**src/rtl/mult_pkg.sv**
```systemverilog
// Shared constants for the shift-and-add multiplier datapath.
package mult_pkg;

  localparam int N_DEF = 16;
  localparam int CNT_W = $clog2(N_DEF);
  localparam int ACC_W = 2 * N_DEF + 1;

endpackage

```
**src/rtl/mult_counter.sv**
```systemverilog
// Shift counter for the multiplier; K flags the last shift position (N-1).
module mult_counter #(
  parameter int N  = 16,
  parameter int CW = (N > 1) ? $clog2(N) : 1
) (
  input  logic          Clk,
  input  logic          Rst_n,
  input  logic          clr,
  input  logic          inc,
  output logic [CW-1:0] count,
  output logic          K
);

  localparam logic [CW-1:0] LAST = CW'(N - 1);

  always_ff @(posedge Clk or negedge Rst_n) begin
    if (!Rst_n) begin
      count <= '0;
    end else if (clr) begin
      count <= '0;
    end else if (inc) begin
      // explicit wrap so non-power-of-two N still cycles 0..N-1
      count <= (count == LAST) ? '0 : count + CW'(1);
    end
  end

  assign K = (count == LAST);

endmodule

```
**src/rtl/mult_datapath.sv**
```systemverilog
// Shift-and-add multiplier datapath: ACC = {carry, upper, multiplier}, MC holds the multiplicand.
module mult_datapath
  import mult_pkg::*;
#(
  parameter int N = N_DEF
) (
  input  logic           Clk,
  input  logic           Rst_n,
  input  logic           Load,
  input  logic           Sh,
  input  logic           Ad,
  input  logic [N-1:0]   Mplier,
  input  logic [N-1:0]   Mcand,
  output logic           M,
  output logic           K,
  output logic [2*N-1:0] Product
);

  localparam int AW = 2 * N + 1;
  localparam int CW = (N > 1) ? $clog2(N) : 1;

  logic [AW-1:0] acc;
  logic [AW-1:0] acc_nxt;
  logic [N-1:0]  mc;
  logic [N:0]    sum;
  logic [CW-1:0] count;

  assign sum = {1'b0, acc[2*N-1:N]} + {1'b0, mc};

  always_comb begin
    acc_nxt = acc;
    if (Load) begin
      acc_nxt = {{(N+1){1'b0}}, Mplier};
    end else if (Ad && Sh) begin
      // add then shift in one edge: the new carry lands in bit 2N-1
      acc_nxt = {1'b0, sum, acc[N-1:1]};
    end else if (Ad) begin
      acc_nxt = {sum, acc[N-1:0]};
    end else if (Sh) begin
      acc_nxt = {1'b0, acc[AW-1:1]};
    end
  end

  always_ff @(posedge Clk or negedge Rst_n) begin
    if (!Rst_n) begin
      acc <= '0;
      mc  <= '0;
    end else begin
      acc <= acc_nxt;
      if (Load) mc <= Mcand;
    end
  end

  mult_counter #(.N(N), .CW(CW)) u_cnt (
    .Clk   (Clk),
    .Rst_n (Rst_n),
    .clr   (Load),
    .inc   (Sh && !Load),
    .count (count),
    .K     (K)
  );

  assign M       = acc[0];
  assign Product = acc[2*N-1:0];

endmodule
```
**config.mk**
```make
export PLATFORM = sky130hd
export DESIGN_NAME = mult_datapath
export DESIGN_NICKNAME = d
export VERILOG_FILES = /design/src/rtl/mult_pkg.sv /design/src/rtl/mult_counter.sv /design/src/rtl/mult_datapath.sv
export SDC_FILE = /design/constraint.sdc
export NUM_CORES = 1
export LEC_CHECK = 0
export ABC_AREA = 0
export CORE_MARGIN = 3
export CORE_UTILIZATION = 47
export DETAILED_ROUTE_END_ITERATION = 16
export PLACE_DENSITY = 0.77
export SYNTH_ARGS = -nofsm -noshare
export SYNTH_HDL_FRONTEND = slang
export SYNTH_SLANG_ARGS = --single-unit
```
**constraint.sdc**
```tcl
create_clock -name Clk -period 2.3 [get_ports Clk]
set_input_delay 0.345 -clock Clk [delete_from_list [all_inputs] [get_ports Clk]]
set_output_delay 0.345 -clock Clk [all_outputs]
set_load 0.02 [all_outputs]
```
==> results of run 1 <==
-- kinds of logic (layout without fill, tap and decap cells) --
| kind of cell | after synthesis | after routing | synth area share |
|---|---|---|---|
| flops | 53 | 53 | 0.3772 |
| mux | 41 | 41 | 0.1473 |
| buf+inv | 56 | 108 | 0.09501 |
| fa+ha+maj | 18 | 18 | 0.06619 |
| simple gates | 88 | 88 | 0.1082 |
| xor+xnor | 15 | 15 | 0.03737 |
| compound gates | 90 | 90 | 0.1687 |
-- how the worst max path moves through the flow --
stage	start	to	slack (ps)	depth (start not counted)
after floorplan	acc[16]	acc[30]	8	10
after global placement	acc[16]	acc[30]	10	10
after detailed placement	mc[0]	acc[32]	-150	9
after CTS	mc[0]	acc[21]	-6	10
after global routing	acc[19]	acc[22]	-110	8
final	mc[0]	acc[21]	3	10
-- critical path: stages (launching register included) --
cell	delay [ps]
dfrtp_1	360
ha_2	190
inv_2	40
fa_2	330
nand2b_4	160
a21oi_4	170
buf_4	140
nor2b_1	50
xnor2_1	130
mux4_2	450
nor2b_1	140
-- metal layers --
metal	GRT usage	vias up	routed length, um
met2	0.3221	83	4043
met5	0	-	0
met3	0.02518	4	428
li1	-	1343	-
met4	0.05322	0	55
met1	0.2493	1348	3560
-- power by group through the flow --
stage / Combinational, mW / Sequential [mW] / Clock [mW]
CTS: 1.35 / 1.15 / 0.564
finish: 1.40 / 1.15 / 0.547
detailed placement: 1.32 / 1.16 / 0
floorplan: 0.994 / 1.14 / 0
global placement: 1.30 / 1.16 / 0
global route: 1.52 / 1.17 / 0.598
-- sequential cells by signal (all words and copies together) (netlist names) --
register,count
u_cnt.count,4
acc,33
mc,16
-- cells in the final DEF (no fill, tap or decap), drive strengths merged, types with 3 or more instances in the layout --
master	count
inv	8
xnor2	8
mux4	7
o211ai	3
a21oi	27
nor3	3
a211oi	3
o21ai	31
nand2b	3
o21a	3
a211o	3
clkdlybuf4s50	67
nor2b	9
a21o	5
nor2	19
ha	17
mux2i	18
buf	26
dfrtp	53
nand2	47
xor2	7
clkbuf	6
mux2	16
-- timing repair --
item                       4_1_cts  5_1_grt
setup endpoints to repair        8        9
setup buffers                    1        4
gates resized for setup          5       11
pin swaps                        5       11
-- through the flow --
stage          TNS [ps]  total power [mW]  setup WS [ps]  std cells
2_1_floorplan         0             2.129          8.307        361
3_3_place_gp          0             2.459          10.31        496
3_5_place_dp     -367.3             2.487         -147.0        496
4_1_cts          -10.62             3.058         -6.023        505
5_1_grt          -567.4             3.287         -107.8        509
6_report              0             3.098          2.615        509
-- area by class of cell --
type                            count  share of cell area
Timing Repair Buffer               93              0.2005
Clock inverter                      2            0.003155
Clock buffer                        6             0.01663
Multi-Input combinational cell    252              0.4422
Inverter                            7            0.006022
Tap cell                           96             0.02753
Sequential cell                    53              0.3040
==> qor.yml, run 1 <==
timing:
  fin_crit_ps: 2297
  relSlewSlack: 0.4728
  rsz0062_at_grt: "yes"
  drv_slew: 0
  finalCritPeriodShare: 0.9989
  fin_skew_ps: 9.007
  fmax_ghz: 0.4353
  worst_pin_slew_ps: 790.8
  hold_ws_ps: 47.83
  finalSetupViolations: 0
  finalHoldViolCount: 0
global_routing:
  antenna_found_initial: 0
  grt_pass1_vias: 2743
  grt_max_degree: 39
  grt_usage: 0.1882
  overflow: 0
  grt_pass1_wl_um: 13120
yosys:
  yosys.cell_count.top_type: "dfrtp_1"
  synth_nets: 416
  synth.top_cell.area_share: 0.3772
  yosys.area.top_type: "dfrtp_1"
  ys_seq_area_frac: 0.3772
  synth_commonest_cells: "dfrtp_1 (53), nand2_1 (47), buf_4 (32)"
  yosys_register_bits: 53
  yosys-top-cells-area: "dfrtp_1 (38%), buf_4 (6.8%), ha_1 (6.0%), mux2i_1 (5.1%), mux2_2 (5.1%)"
  synth_warnings: 0
  ys_types: 50
  ys.flop_type: "dfrtp_1"
  syn_avg_cell_area_um2: 9.739
  async_flop_share: 1.000
  syn_area_um2: 3516
  synth_edf_count: 0
  synth_cells: 361
power:
  p_clk_frac: 0.177
  intPower_mw: 1.956
  power_frac_comb: 0.453
  cellLeakagePower_nw: 1.901
  vdd_drop_max_mv: 0.3144
  powerDensity_nw_per_um2: 710.0
  swShare: 0.3687
  power_switching_mw: 1.142
  p_seq_frac: 0.370
floorplan:
  die_h_um: 92.49
  start_util: 0.5009
  die_area_um2: 8554
  core_area_um2: 7019
  num_rows: 30
  die_w_um: 92.49
  ioPinCount: 71
cells_and_area:
  finalInstanceArea_um2: 4363
  area_growth_pct: 24.09
  layout-drive-gt1-share: 0.1864
  multiInputGateArea_um2: 1929
  postLayoutCoreUtil: 0.6216
  antenna_cells: 0
  seq_area_um2: 1326
  fillers: 587
  fin_nets: 467
placed_design:
  place_area_um2: 4161
  gp_congestion: 0.9126
  io_buffers: 70
  dp_hpwl_um: 5962
critical_path:
  r2r_setup_slack_ps: 3
  crit_fanout: 3
  r2r_cells: 10
  worst-endpoint-arrival_ps: 2470
  startpoint_type: "flop"
  cp_data_required_time_ps: 2470
  regToRegStartpoint: "mc[0]"
  r2r-end: "acc[21]"
  worstSetupPathType: "reg2reg"
  endpoint_kind: "flop"
detailed_routing:
  finalWirelength_um: 8087
  wire_per_inst_um: 15.89
  drt-initial-drc-count: 125
  avgViaCountPerCell: 5.458
  ant_nets: 0
  num_vias: 2778
  dr.pass1.iters: 4
  post-route-drc-count: 0
clocking:
  htree_num_levels: 2
  cts-root-buf: "clkbuf_8"
  cts_tree: "done"
  numCtsBuffers: 5
  clk_path_buf_depth: 2
  clock-sinks: 53
  insertion_delay_ps: 310
  clkTransAtPathRegs_ps: 110
  cts-hold-fix-buffers: 0
flow_run:
  maxCapViolations: 0
min_path:
  hp-class: "in2async"
status:
  status: "finished clean"
Power figures use the tool's default switching activity.
==> inputs of run 2 (changes only) <==
SKIP_CTS_REPAIR_TIMING = 1   (was default)
==> run 2 against run 1 <==
The flow now finishes with violations (negative setup slack). Utilization grew 0.36 points. Cell area grew 0.57%. Critical path type unchanged. Clock power decreased by 0.7%. Sequential share of layout area decreased by 0.17 points. Largest power group unchanged.
==> qor.yml, run 2 (same netlist as run 1, synthesis figures left out) <==
timing:
  finalCritPeriodShare: 1.016  # was 0.9989
  fin_ws_ps: -37.85  # was 2.615 ps
  rsz0062_at_grt: "yes"  # unchanged
  finalSetupViolations: 2  # was 0
  relSlewSlack: 0.4474  # was 0.4728
  tns_ps: -62.85  # was 0 ps
  worst_pin_slew_ps: 828.9  # was 790.8 ps
  fin_crit_ps: 2338  # was 2297 ps
  drv_slew: 0  # unchanged
  finalHoldViolCount: 0  # unchanged
  fin_skew_ps: 5.754  # was 9.007 ps
  fmax_ghz: 0.4277  # was 0.4353 GHz
  hold_ws_ps: 46.30  # was 47.83 ps
critical_path:
  worstSetupPathType: "reg2reg"  # unchanged
  worst-endpoint-arrival_ps: 2570  # was 2470 ps
  crit_fanout: 3  # unchanged
  r2r_cells: 10  # unchanged
  startpoint_type: "flop"  # unchanged
  cp_data_required_time_ps: 2540  # was 2470 ps
  regToRegStartpoint: "acc[16]"  # was mc[0]
  endpoint_kind: "flop"  # unchanged
  r2r-end: "acc[28]"  # was acc[21]
  r2r_setup_slack_ps: -40  # was 3 ps
detailed_routing:
  route.met3.wl_um: 362  # was 428 um
  drt-initial-drc-count: 107  # was 125
  post-route-drc-count: 0  # unchanged
  avgViaCountPerCell: 5.476  # was 5.458
  wire_per_inst_um: 16.00  # was 15.89 um
  dr.pass1.iters: 4  # unchanged
  finalWirelength_um: 8130  # was 8087 um
  top_layer: "met4"  # unchanged
  ant_nets: 0  # unchanged
  wirelength_met1_um: 3588  # was 3560 um
  wl_met2_um: 4119  # was 4043 um
  num_vias: 2782  # was 2,778
flow_run:
  maxCapViolations: 0  # unchanged
placed_design:
  place_ws_ps: -147.0  # unchanged
  dp_hpwl_um: 5962  # unchanged
  dp_cells: 496  # unchanged
  io_buffers: 70  # unchanged
  gp_congestion: 0.9126  # unchanged
  place_area_um2: 4161  # unchanged
status:
  failed_checks: "negative setup slack"
  status: "finished, violations left"  # was finished clean
global_routing:
  grt_pass1_wl_um: 13040  # was 13,120 um
  grt_pass1_vias: 2719  # was 2,743
  grt_usage: 0.1871  # was 0.1882
  overflow: 0  # unchanged
  grt_max_degree: 39  # unchanged
  antenna_found_initial: 0  # unchanged
clocking:
  htree_num_levels: 2  # unchanged
  clk_path_buf_depth: 2  # unchanged
  clkTransAtPathRegs_ps: 100  # was 110 ps
  cts_tree: "done"  # unchanged
  clock-sinks: 53  # unchanged
  numCtsBuffers: 5  # unchanged
  insertion_delay_ps: 310  # about the same
  cts-root-buf: "clkbuf_8"  # unchanged
cells_and_area:
  regMostFlops: "acc"  # unchanged
  layout_commonest_cell: "clkdlybuf4s50_1"  # unchanged
  antenna_cells: 0  # unchanged
  postLayoutCoreUtil: 0.6251  # was 0.6216
  fin_nets: 466  # was 467
  layout-drive-gt1-share: 0.1942  # was 0.1864
  largest_reg_flops: 33  # unchanged
  fin_cells: 508  # was 509
  finalInstanceArea_um2: 4388  # was 4363 um2
  area_growth_pct: 24.80  # was 24.09%
  final_cell_mix: "clkdlybuf4s50_1 (67), dfrtp_1 (53), nand2_1 (47)"  # unchanged
  reg.largest.list: "acc x33, mc x16, u_cnt.count x4"  # unchanged
power:
  total_power_mw: 3.127  # was 3.098 mW
  powerDensity_nw_per_um2: 712.6  # was 710.0 nW/um2
  cellLeakagePower_nw: 1.905  # was 1.901 nW
  vdd_drop_max_mv: 0.3124  # was 0.3144 mV
floorplan:
  die_w_um: 92.49  # unchanged
  die_h_um: 92.49  # unchanged
  ioPinCount: 71  # unchanged
  die_area_um2: 8554  # unchanged
  core_area_um2: 7019  # unchanged
  start_util: 0.5009  # unchanged
  num_rows: 30  # unchanged
min_path:
  hp-class: "in2async"  # unchanged
==> run 2: changes by cell type in the layout (fill, tap and decap cells not counted), sizes merged <==
cell  change
buf       -1
==> run 2: power by group <==
part           leakage [nW]  switching (mW)  internal [mW]
clock                0.0456           0.325          0.218
sequential            0.660           0.103           1.04
combinational          1.20           0.732          0.705
==> run 2: final cells by class <==
class	instances	area, um2
sequential	53	1326
tap	96	120.1
fill	574	2631
clock buffer	6	72.57
timing repair buffer	92	867.1
clock inverter	2	13.76
multi-input combinational	252	1962
inverter	7	26.28
==> run 2: how the worst max path moves through the flow <==
stage | startpoint | to | slack, ps | cells after the start
floorplan | acc[16] | acc[30] | 8 | 10
global placement | acc[16] | acc[30] | 10 | 10
detailed placement | mc[0] | acc[32] | -150 | 9
CTS | mc[0] | acc[32] | -170 | 9
global route | mc[0] | acc[28] | -150 | 10
finish | acc[16] | acc[28] | -40 | 10
==> run 2: layer usage <==
layer,track usage,up-vias
met4,0.04579,0
met3,0.02437,6
met5,0,-
li1,-,1341
met1,0.2493,1370
met2,0.3227,65
==> run 2: critical path, stage by stage, from the launching register on <==
cell      delay, ps
dfrtp_1         360
ha_2            190
inv_2            40
fa_2            330
nand2b_4        160
a21oi_4         200
o21ai_4          80
o31ai_4         320
xnor2_2         140
a211o_1         290
a22oi_2         140
==> inputs of run 3 (changes only) <==
CORE_UTILIZATION = 56   (was 47)
PLACE_DENSITY = 0.86   (was 0.77)
TNS_END_PERCENT = 50   (was default)
clock period = 2.9 ns   (was 2.3 ns; I/O delays follow)
==> run 3 against run 2 <==
The flow now finishes without violations. Setup slack better by 360 ps. Largest power group unchanged. Critical path type unchanged. Cell area is 5.1% lower. Routed wire length fell by 3.0%. Utilization up 7.0 points.
==> qor.yml, run 3 (same netlist as run 1, synthesis figures left out) <==
cells_and_area:
  layout_commonest_cell: "clkdlybuf4s50_1"  # unchanged
  final_cell_mix: "clkdlybuf4s50_1 (68), dfrtp_1 (53), nand2_1 (47)"  # was clkdlybuf4s50_1 (67), dfrtp_1 (53), nand2_1 (47)
  area_growth_pct: 18.47  # was 24.80%
  fin_nets: 451  # was 466
  regMostFlops: "acc"  # unchanged
  antenna_cells: 0  # unchanged
  largest_reg_flops: 33  # unchanged
  fillers: 452  # was 574
  reg.largest.list: "acc x33, mc x16, u_cnt.count x4"  # unchanged
  fin_cells: 472  # was 508
  finalInstanceArea_um2: 4165  # was 4388 um2
  postLayoutCoreUtil: 0.6953  # was 0.6251
  layout-drive-gt1-share: 0.1234  # was 0.1942
timing:
  worst_pin_slew_ps: 579.2  # was 828.9 ps
  tns_ps: 0  # was -62.85 ps
  finalSetupViolations: 0  # was 2
  finalHoldViolCount: 0  # unchanged
  fin_crit_ps: 2582  # was 2338 ps
  fmax_ghz: 0.3873  # was 0.4277 GHz
  fin_ws_ps: 318.3  # was -37.85 ps
  hold_ws_ps: 57.90  # was 46.30 ps
  finalCritPeriodShare: 0.8903  # was 1.016
  relSlewSlack: 0.6139  # was 0.4474
  rsz0062_at_grt: "no"  # was yes
  fin_skew_ps: 8.912  # was 5.754 ps
  drv_slew: 0  # unchanged
status:
  status: "finished clean"  # was finished, violations left
floorplan:
  core_area_um2: 5991  # was 7019 um2
  die_w_um: 85.24  # was 92.49 um
  die_h_um: 85.24  # was 92.49 um
  start_util: 0.5869  # was 0.5009
  ioPinCount: 71  # unchanged
  num_rows: 28  # was 30
  die_area_um2: 7265  # was 8554 um2
clocking:
  numCtsBuffers: 5  # unchanged
  insertion_delay_ps: 310  # about the same
  clock-sinks: 53  # unchanged
  clk_path_buf_depth: 2  # unchanged
  htree_num_levels: 2  # unchanged
  cts_tree: "done"  # unchanged
  cts-root-buf: "clkbuf_8"  # unchanged
  clkTransAtPathRegs_ps: 100  # about the same
critical_path:
  endpoint_kind: "flop"  # unchanged
  crit_fanout: 4  # was 3
  critical_path.slowest_cell: "a2111oi_1"  # was dfrtp_1
  cp_data_required_time_ps: 3080  # was 2540 ps
  path_buf_inv: 1  # unchanged
  worstSetupPathType: "reg2reg"  # unchanged
  critical-path-top-delay-family: "compound AO/OA/AOI/OAI gates"  # unchanged
  cpPeakStageDelay_ps: 470  # was 360 ps
  worst-endpoint-arrival_ps: 2760  # was 2570 ps
  startpoint_type: "flop"  # unchanged
  worstPathCellList: "ha_1, inv_1, fa_1, nand2b_1, a21oi_2, o21ai_2, o31ai_4, a221oi_1, a2111oi_1"  # was ha_2, inv_2, fa_2, nand2b_4, a21oi_4, o21ai_4, o31ai_4, xnor2_2, a211o_1, a22oi_2
min_path:
  hp-class: "in2async"  # unchanged
global_routing:
  overflow: 0  # unchanged
  grt_pass1_vias: 2795  # was 2,719
  grt_pass1_wl_um: 13130  # was 13,040 um
  antenna_found_initial: 0  # unchanged
  grt_usage: 0.2237  # was 0.1871
  grt_max_degree: 34  # was 39
detailed_routing:
  finalWirelength_um: 7887  # was 8130 um
  wl_met2_um: 4082  # was 4119 um
  wire_per_inst_um: 16.71  # was 16.00 um
  drt-initial-drc-count: 196  # was 107
  ant_nets: 0  # unchanged
  dr.pass1.iters: 4  # unchanged
  wirelength_met1_um: 3196  # was 3588 um
  avgViaCountPerCell: 5.888  # was 5.476
  top_layer: "met4"  # unchanged
  route.met3.wl_um: 498  # was 362 um
  num_vias: 2779  # was 2,782
  post-route-drc-count: 0  # unchanged
placed_design:
  io_buffers: 70  # unchanged
  dp_hpwl_um: 5775  # was 5962 um
  place_ws_ps: 370.7  # was -147.0 ps
  dp_cells: 464  # was 496
  place_area_um2: 4045  # was 4161 um2
  gp_congestion: 0.9305  # was 0.9126
power:
  total_power_mw: 2.476  # was 3.127 mW
  powerDensity_nw_per_um2: 594.4  # was 712.6 nW/um2
  cellLeakagePower_nw: 1.808  # was 1.905 nW
  vdd_drop_max_mv: 0.4163  # was 0.3124 mV
flow_run:
  maxCapViolations: 0  # unchanged
run 3: cell types whose count changed in the layout (fill, tap and decap cells not counted), sizes merged:
cell | previous run | this run
buf | 25 | 9
bufinv | 0 | 1
clkdlybuf4s50 | 67 | 68
clkinv | 1 | 0
clkinvlp | 0 | 1
inv | 8 | 7
run 3: worst paths after layout:
check	start	end	slack (ps)	cells past startpoint
worst max-delay path	acc[16]	acc[32]	320	9
worst min-delay path	Rst_n	acc[20]	60	1
worst max register to register	acc[16]	acc[32]	320	9
worst min register to register	mc[8]	mc[8]	520	1
max in group asynchronous	Rst_n	acc[2]	2060	2
min in group Clk	mc[8]	mc[8]	520	1
run 3: area by class of cell:
type                            instances  area [um2]  area share
Clock inverter                          2       37.54    0.009012
Inverter                                7       26.28    0.006308
Sequential cell                        53        1326      0.3184
Tap cell                               75       93.84     0.02253
Timing Repair Buffer                   77       743.2      0.1784
Multi-Input combinational cell        252        1856      0.4455
Clock buffer                            6       82.58     0.01983
run 3: routing by layer:
layer  up-vias  track usage
met5         -            0
met4         0      0.06187
li1       1317            -
met2        93       0.3870
met3        12      0.04078
met1      1357       0.2878
run 3: power by group:
group	internal (mW)	total [mW]	leakage, nW	switching, mW
Clock	0.281	0.536	0.0574	0.255
Combinational	0.493	1.02	1.09	0.532
Sequential	0.828	0.914	0.660	0.0868
